`config.mk`:
```
export PLATFORM = sky130hd
export DESIGN_NAME = eq_biquad_sequencer
export DESIGN_NICKNAME = d
export VERILOG_FILES = /design/src/rtl/eq_pkg.sv /design/src/rtl/eq_mac_unit.sv /design/src/rtl/eq_biquad_sequencer.sv
export SDC_FILE = /design/constraint.sdc
export NUM_CORES = 2
export LEC_CHECK = 0
export BUFFER_PORTS_ARGS = -buffer_cell sky130_fd_sc_hd__buf_4
export CORE_MARGIN = 2
export CORE_UTILIZATION = 65
export CTS_BUF_LIST = sky130_fd_sc_hd__clkbuf_2 sky130_fd_sc_hd__clkbuf_4 sky130_fd_sc_hd__clkbuf_8
export CTS_CLUSTER_DIAMETER = 30
export DETAILED_ROUTE_END_ITERATION = 7
export GPL_TIMING_DRIVEN = 1
export PLACE_DENSITY = 0.9
export SLEW_MARGIN = 20
export SYNTH_ARGS = -nofsm -noshare
export SYNTH_HDL_FRONTEND = slang
export SYNTH_SLANG_ARGS = --single-unit
```
`constraint.sdc`:
```
create_clock -name i_clk -period 22.8 [get_ports i_clk]
set_input_delay 1.14 -clock i_clk [delete_from_list [all_inputs] [get_ports i_clk]]
set_output_delay 1.14 -clock i_clk [all_outputs]
set_load 0.01 [all_outputs]
```
`src/rtl/eq_pkg.sv`:
```
// Shared types and helpers for the tone-control EQ biquad sequencer.
// Latency: n/a (types, constants and a combinational helper only).
// Backpressure: n/a.
package eq_pkg;

    // Coefficients are Q4.28, so products are rescaled by this many bits.
    localparam int COEF_FRAC = 28;
    localparam int ACC_W_DEF = 52;

    typedef enum logic [2:0] {
        TAP_A0 = 3'd0,
        TAP_A1 = 3'd1,
        TAP_A2 = 3'd2,
        TAP_B1 = 3'd3,
        TAP_B2 = 3'd4
    } tap_e;

    typedef enum logic [1:0] {
        S_IDLE = 2'd0,
        S_MAC  = 2'd1,
        S_WB   = 2'd2,
        S_DONE = 2'd3
    } state_e;

    // Declared MSB-first so a0 lands in the lowest 32 bits, matching the
    // low-to-high packing of each stage's slice of i_coef.
    typedef struct packed {
        logic signed [31:0] b2;
        logic signed [31:0] b1;
        logic signed [31:0] a2;
        logic signed [31:0] a1;
        logic signed [31:0] a0;
    } biquad_coef_t;

    localparam logic signed [ACC_W_DEF-1:0] SAT_MAX = 52'sd32767;
    localparam logic signed [ACC_W_DEF-1:0] SAT_MIN = -52'sd32768;

    // Clamp a rescaled accumulator value to the signed 16-bit sample range.
    function automatic logic signed [15:0] sat16(input logic signed [ACC_W_DEF-1:0] v);
        if (v > SAT_MAX) begin
            return 16'sh7fff;
        end else if (v < SAT_MIN) begin
            return 16'sh8000;
        end else begin
            return v[15:0];
        end
    endfunction

endpackage

```
`src/rtl/eq_mac_unit.sv`:
```
// Shared signed COEF_W x DATA_W multiply feeding a registered ACC_W accumulator.
// Latency: acc reflects an add/sub one cycle after i_en; clear takes effect next cycle.
// Backpressure: none; the sequencer drives i_en/i_clr every cycle.
// Ports: i_clk/i_rst (sync, active-high), i_clr (zero acc, wins over i_en),
//        i_en (accumulate this cycle), i_sub (subtract instead of add),
//        i_coef/i_data (multiplier operands), o_acc (accumulator value).
module eq_mac_unit #(
    parameter int COEF_W = 32,
    parameter int DATA_W = 16,
    parameter int ACC_W  = 52
) (
    input  logic                     i_clk,
    input  logic                     i_rst,
    input  logic                     i_clr,
    input  logic                     i_en,
    input  logic                     i_sub,
    input  logic signed [COEF_W-1:0] i_coef,
    input  logic signed [DATA_W-1:0] i_data,
    output logic signed [ACC_W-1:0]  o_acc
);

    localparam int PROD_W = COEF_W + DATA_W;

    logic signed [PROD_W-1:0] prod;
    logic signed [ACC_W-1:0]  prod_ext;
    logic signed [ACC_W-1:0]  acc_q;
    logic signed [ACC_W-1:0]  acc_d;

    // Full-precision product, sign-extended so five taps cannot overflow.
    assign prod     = i_coef * i_data;
    assign prod_ext = {{(ACC_W-PROD_W){prod[PROD_W-1]}}, prod};

    always_comb begin
        acc_d = acc_q;
        if (i_clr) begin
            acc_d = '0;
        end else if (i_en) begin
            acc_d = i_sub ? (acc_q - prod_ext) : (acc_q + prod_ext);
        end
    end

    always_ff @(posedge i_clk) begin
        if (i_rst) begin
            acc_q <= '0;
        end else begin
            acc_q <= acc_d;
        end
    end

    assign o_acc = acc_q;

endmodule

```
`src/rtl/eq_biquad_sequencer.sv`:
```
// Time-multiplexed cascade of N_STAGES Q4.28 biquads on one shared MAC.
// Latency: o_valid 6*N_STAGES+1 cycles after accept (1 cycle in bypass).
// Backpressure: o_ready only in IDLE; i_valid while busy is dropped and flagged on o_overrun.
// Ports: i_clk/i_rst (sync, active-high), i_enable (1 filter / 0 bypass),
//        i_valid/i_data/o_ready (sample in), i_coef (per stage a0,a1,a2,b1,b2 low-to-high),
//        o_valid/o_data (filtered sample out), o_overrun (dropped-sample pulse).
module eq_biquad_sequencer
    import eq_pkg::*;
#(
    parameter int N_STAGES = 2,
    parameter int COEF_W   = 32,
    parameter int DATA_W   = 16,
    parameter int ACC_W    = 52
) (
    input  logic                         i_clk,
    input  logic                         i_rst,
    input  logic                         i_enable,
    input  logic                         i_valid,
    input  logic signed [DATA_W-1:0]     i_data,
    input  logic [N_STAGES*5*COEF_W-1:0] i_coef,
    output logic                         o_ready,
    output logic signed [DATA_W-1:0]     o_data,
    output logic                         o_valid,
    output logic                         o_overrun
);

    localparam int SW = (N_STAGES > 1) ? $clog2(N_STAGES) : 1;
    localparam logic [SW-1:0] LAST_STAGE = SW'(N_STAGES - 1);

    state_e                   state_q, state_d;
    tap_e                     tap_q, tap_d;
    logic [SW-1:0]            stage_q, stage_d;

    biquad_coef_t             coef_q [N_STAGES];
    biquad_coef_t             coef_d [N_STAGES];
    logic signed [DATA_W-1:0] x1_q [N_STAGES];
    logic signed [DATA_W-1:0] x1_d [N_STAGES];
    logic signed [DATA_W-1:0] x2_q [N_STAGES];
    logic signed [DATA_W-1:0] x2_d [N_STAGES];
    logic signed [DATA_W-1:0] y1_q [N_STAGES];
    logic signed [DATA_W-1:0] y1_d [N_STAGES];
    logic signed [DATA_W-1:0] y2_q [N_STAGES];
    logic signed [DATA_W-1:0] y2_d [N_STAGES];
    logic signed [DATA_W-1:0] x_cur_q, x_cur_d;
    logic signed [DATA_W-1:0] o_data_q, o_data_d;
    logic                     ovr_q, ovr_d;

    logic                     accept;
    logic                     last_stage;
    logic                     mac_clr, mac_en, mac_sub;
    logic signed [COEF_W-1:0] mac_coef;
    logic signed [DATA_W-1:0] mac_opnd;
    logic signed [ACC_W-1:0]  acc;
    logic signed [ACC_W-1:0]  acc_sh;
    logic signed [DATA_W-1:0] y_wb;

    assign accept     = i_valid && (state_q == S_IDLE);
    assign last_stage = (stage_q == LAST_STAGE);
    // Arithmetic shift floors toward -inf before the clamp.
    assign acc_sh     = acc >>> COEF_FRAC;
    assign y_wb       = sat16(acc_sh);

    // ---------------- FSM ----------------
    always_ff @(posedge i_clk) begin
        if (i_rst) begin
            state_q <= S_IDLE;
            tap_q   <= TAP_A0;
            stage_q <= '0;
        end else begin
            state_q <= state_d;
            tap_q   <= tap_d;
            stage_q <= stage_d;
        end
    end

    always_comb begin
        state_d = state_q;
        tap_d   = tap_q;
        stage_d = stage_q;
        mac_clr = 1'b0;
        mac_en  = 1'b0;
        mac_sub = 1'b0;
        case (state_q)
            S_IDLE: begin
                if (accept) begin
                    mac_clr = 1'b1;
                    tap_d   = TAP_A0;
                    stage_d = '0;
                    // Bypass skips the MAC pass and presents the sample next cycle.
                    state_d = i_enable ? S_MAC : S_DONE;
                end
            end
            S_MAC: begin
                mac_en  = 1'b1;
                // Feedback taps carry the minus sign of the difference equation.
                mac_sub = (tap_q == TAP_B1) || (tap_q == TAP_B2);
                if (tap_q == TAP_B2) begin
                    tap_d   = TAP_A0;
                    state_d = S_WB;
                end else begin
                    tap_d = tap_e'(tap_q + 3'd1);
                end
            end
            S_WB: begin
                mac_clr = 1'b1;
                if (last_stage) begin
                    state_d = S_DONE;
                end else begin
                    stage_d = stage_q + SW'(1);
                    state_d = S_MAC;
                end
            end
            S_DONE: begin
                state_d = S_IDLE;
            end
            default: begin
                state_d = S_IDLE;
            end
        endcase
    end

    // ---------------- MAC operand select ----------------
    always_comb begin
        mac_coef = coef_q[stage_q].a0;
        mac_opnd = x_cur_q;
        case (tap_q)
            TAP_A1: begin
                mac_coef = coef_q[stage_q].a1;
                mac_opnd = x1_q[stage_q];
            end
            TAP_A2: begin
                mac_coef = coef_q[stage_q].a2;
                mac_opnd = x2_q[stage_q];
            end
            TAP_B1: begin
                mac_coef = coef_q[stage_q].b1;
                mac_opnd = y1_q[stage_q];
            end
            TAP_B2: begin
                mac_coef = coef_q[stage_q].b2;
                mac_opnd = y2_q[stage_q];
            end
            default: ;
        endcase
    end

    eq_mac_unit #(
        .COEF_W (COEF_W),
        .DATA_W (DATA_W),
        .ACC_W  (ACC_W)
    ) u_mac (
        .i_clk  (i_clk),
        .i_rst  (i_rst),
        .i_clr  (mac_clr),
        .i_en   (mac_en),
        .i_sub  (mac_sub),
        .i_coef (mac_coef),
        .i_data (mac_opnd),
        .o_acc  (acc)
    );

    // ---------------- Datapath next state ----------------
    always_comb begin
        coef_d   = coef_q;
        x1_d     = x1_q;
        x2_d     = x2_q;
        y1_d     = y1_q;
        y2_d     = y2_q;
        x_cur_d  = x_cur_q;
        o_data_d = o_data_q;
        // A busy-time strobe is dropped; only the flag records it.
        ovr_d    = i_valid && (state_q != S_IDLE);

        if (accept) begin
            x_cur_d = i_data;
            // Snapshot so coefficient writes mid-sequence only affect the next sample.
            for (int s = 0; s < N_STAGES; s++) begin
                coef_d[s] = i_coef[s*5*COEF_W +: 5*COEF_W];
            end
            if (!i_enable) begin
                o_data_d = i_data;
                // Re-enabling later starts the filters from rest.
                for (int s = 0; s < N_STAGES; s++) begin
                    x1_d[s] = '0;
                    x2_d[s] = '0;
                    y1_d[s] = '0;
                    y2_d[s] = '0;
                end
            end
        end

        if (state_q == S_WB) begin
            x2_d[stage_q] = x1_q[stage_q];
            x1_d[stage_q] = x_cur_q;
            y2_d[stage_q] = y1_q[stage_q];
            y1_d[stage_q] = y_wb;
            // Stage output becomes the next stage's input.
            x_cur_d       = y_wb;
            if (last_stage) begin
                o_data_d = y_wb;
            end
        end
    end

    always_ff @(posedge i_clk) begin
        if (i_rst) begin
            for (int s = 0; s < N_STAGES; s++) begin
                coef_q[s] <= '0;
                x1_q[s]   <= '0;
                x2_q[s]   <= '0;
                y1_q[s]   <= '0;
                y2_q[s]   <= '0;
            end
            x_cur_q  <= '0;
            o_data_q <= '0;
            ovr_q    <= 1'b0;
        end else begin
            coef_q   <= coef_d;
            x1_q     <= x1_d;
            x2_q     <= x2_d;
            y1_q     <= y1_d;
            y2_q     <= y2_d;
            x_cur_q  <= x_cur_d;
            o_data_q <= o_data_d;
            ovr_q    <= ovr_d;
        end
    end

    assign o_ready   = (state_q == S_IDLE);
    assign o_valid   = (state_q == S_DONE);
    assign o_data    = o_data_q;
    assign o_overrun = ovr_q;

endmodule

```
==> summary.md <==
| Metric | Value |
|---|---|
| Outcome | finished, violations left |
| Failing checks | design-rule violations |
| Crit path required time | 23.36 ns |
| Startpoint types | register |
| Hold Path Class | reg -> reg |
| Logic pwr share | 49.3% |
| Synth warn | 0 |
| Synth top area share | 24.5% |
| IO Port Bufs | 358 |
| Cts hold-fix bufs | 0 |
| Peak supply drop | 0.0574 mV |
| Clock Skew | 0.116 ns |
| Leakage power | 21.5 nW |
| Crit. End Element | register |
| Sw Ratio | 43.3% |
| Critical-path top delay cell | nor2_1 |
| Clock root cell | clkbuf_8 |
| Initial antenna violation count | 5 |
| HP Start | y1_q[30] |
| Final Hold Viols | 0 |
| NetSw | 0.00178 W |
| Worst-Skew Late Latency | 0.78 ns |
| DIE WIDTH | 264 um |
| Synthesized area per cell | 7.93 sq um |
| Initial DRC Count | 5,719 |
| GRT Total Usage | 40.3% |
| Reg power frac | 25.7% |
| Clock share of power | 25.0% |
| Placed cells | 6,476 |
| Worst-path fanout max | 59 |
| FFs w/ async S/R, synth | 0% |
| Die Ht | 264 um |
| # DRC | 10 |
| Cell Pwr Density | 83.5 nW/um^2 |
| CTS tree | yes |
| H-tree depth | 3 |
| Final Critical Period | 13.62 ns |
| P_int | 0.00233 W |
| Die area | 69,800 sq um |
| Starting Density | 65.5% |
| Post-CTS Resized | 0 |
| DR vias | 41.7k |
| Clock sink count | 539 |
| Post-synth top area cell | dfxtp_1 |
| First-pass GRT wire length | 221,000 um |
| Cell Count, Final, Fillers Out | 6,661 |
| Worst r2r src | tap_q[2] |
| RR Endpoint | u_mac.o_acc[50] |
| GPL Wtd Cong | 1.00 |
| Reg2Reg Setup Slack | 9.18 ns |
| Post-synth top cells | nand2_1, a21oi_1, inv_1 |
| Area grow syn2layout | 11.9% |
| Final Cycle Share | 59.7% |
| RSZ-0062 raised after global routing | no |
| Bufs and invs on worst path | 6 |
| Nets | 6,705 |
| TNS Setup | 0 ns |
| 1st-pass router iterations | 8 |
| Gate Count Post-Synth | 5,548 |
| Largest net degree at the start of global routing | 214 |
| EDFF count, synth | 0 |
| Hold slack | 0.445 ns |
| Area contributors post-synth | dfxtp_1, fa_1, nand2_1 |
| Final wirelength | 143,000 um |
| FF-to-FF path depth | 43 |
| FP Rows | 95 |
| CORE AREA | 67,200 sq um |
| Number of setup violations in the final report | 0 |
| Yosys reg bits | 539 |
| Highest cell delay on the worst timing path | 0.80 ns |
| Crit path max-delay family | compound AO/OA/AOI/OAI gates |
| Post-synth cell types | 94 |
| Syn nets | 6,546 |
| CP endpoint | u_mac.o_acc[50] |
| Peak Freq | 73.4 MHz |
| Max-cap violations | 0 |
| Worst Path Arrival | 14.18 ns |
| WL/cell | 21.5 um |
| CP Class | reg -> reg |
| Fin. max-slew vios | 0 |
| Detail Placement HPWL | 105,000 um |
| Most used flip-flop cell after synthesis | dfxtp_1 |
| Clock slew seen by the registers of the worst setup and hold paths | 0.07 ns |
| Clock buffer depth | 3 |
| Mapped Area | 44,000 sq um |
| CP startpoint | tap_q[2] |
| IO Pins | 359 |
| Vias per std cell | 6.26 |
| Max-slew headroom | 20.9% |
| Vias in the first global route | 40.4k |
| Seq/Total Area, Yosys | 24.5% |
| Top-count cell post-synth | nand2_1 |
| Post-CTS Setup Bufs | 0 |
| Filler instances | 4,782 |
| CP Depth | 43 |
| Clock buffer count from CTS | 102 |
| Post-DRT Antenna Nets | 0 |
| Critical path's most frequent cell | fa_1 |
| Share of cells above drive strength 1 | 11.8% |
| Worst-Margin Slew | 1.19 ns |
| Global route overflow | 0 |
[power by group through the flow]
| stage | clock, W | sequential [W] | combinational [W] |
|---|---|---|---|
| after floorplan | 0 | 0.00105 | 0.00145 |
| after global placement | 0 | 0.00107 | 0.00191 |
| after detailed placement | 0 | 0.00107 | 0.00196 |
| after CTS | 0.00103 | 0.00105 | 0.00197 |
| after global routing | 0.00107 | 0.00106 | 0.00223 |
| final | 0.00103 | 0.00106 | 0.00203 |
[worst reg2reg max path: cells and delay by family (launching register included)]
kind / cells / cell delay, ns
compound gates: 16 / 4.37
fa+ha+maj: 9 / 4.20
simple gates: 10 / 3.05
buf+inv: 6 / 0.99
flops: 1 / 0.56
xor+xnor: 2 / 0.29
[state kept, by name (all words and copies together) (netlist names)]
name         cells
state_q          2
o_data          16
y2_q            32
u_mac.o_acc     52
x2_q            32
o_overrun        1
tap_q            3
x_cur_q         16
x1_q            32
y1_q            32
coef_q         320
last_stage       1
[metal layers]
metal  track usage (%)  wire, um
met1              49.2     50500
met2              62.3     63700
met3              10.9     17700
met4              27.9     11600
met5             0.762        61
[cell families after synthesis]
family          synth area share [%]
xor+xnor                        2.60
simple gates                    19.1
mux                             1.84
buf+inv                         8.30
flops                           24.5
compound gates                  16.7
fa+ha+maj                       27.0
[cell usage in the layout, fill, tap and decap left out, drive strengths merged, types with 72 or more instances in the layout]
cell,n
a21o,74
buf,416
mux2i,72
nand2,1185
nand3,125
a21oi,608
o21ai,90
nor2,458
ha,171
fa,487
clkbuf,144
xnor2,83
dfxtp,539
inv,611
a221oi,94
[cell type report]
cell class,count,area (sq um),share of cell area [%]
inverters,607,2280,4.63
well taps,873,1090,2.22
flip-flops and latches,539,10800,21.9
clock inverters,37,423,0.858
repair buffers,416,3150,6.39
diodes,4,10.0,0.0203
clock buffers,144,1840,3.73
multi-input cells,4041,29700,60.2
[stage by stage]
stage / util, % / cell area (sq um) / worst slack, ns / total power, W
after floorplan: - / 44000 / 11.16 / 0.00250
after global placement: 70.0 / 47000 / 9.78 / 0.00298
after detailed placement: 70.0 / 47000 / 9.58 / 0.00303
after CTS: 73.3 / 49200 / 9.44 / 0.00406
after global routing: 73.4 / 49300 / 8.69 / 0.00436
final: 73.4 / 49300 / 9.18 / 0.00411
[how the worst min path moves through the flow]
stage	to	slack, ns	cells past startpoint
final	y2_q[30]	0.44	2
after global routing	coef_q[143]	0.46	2
after CTS	y2_q[30]	0.44	2
after detailed placement	coef_q[162]	0.44	2
after global placement	coef_q[162]	0.44	2
after floorplan	coef_q[162]	0.43	2
Note: power is estimated with default switching activity, not from simulation.
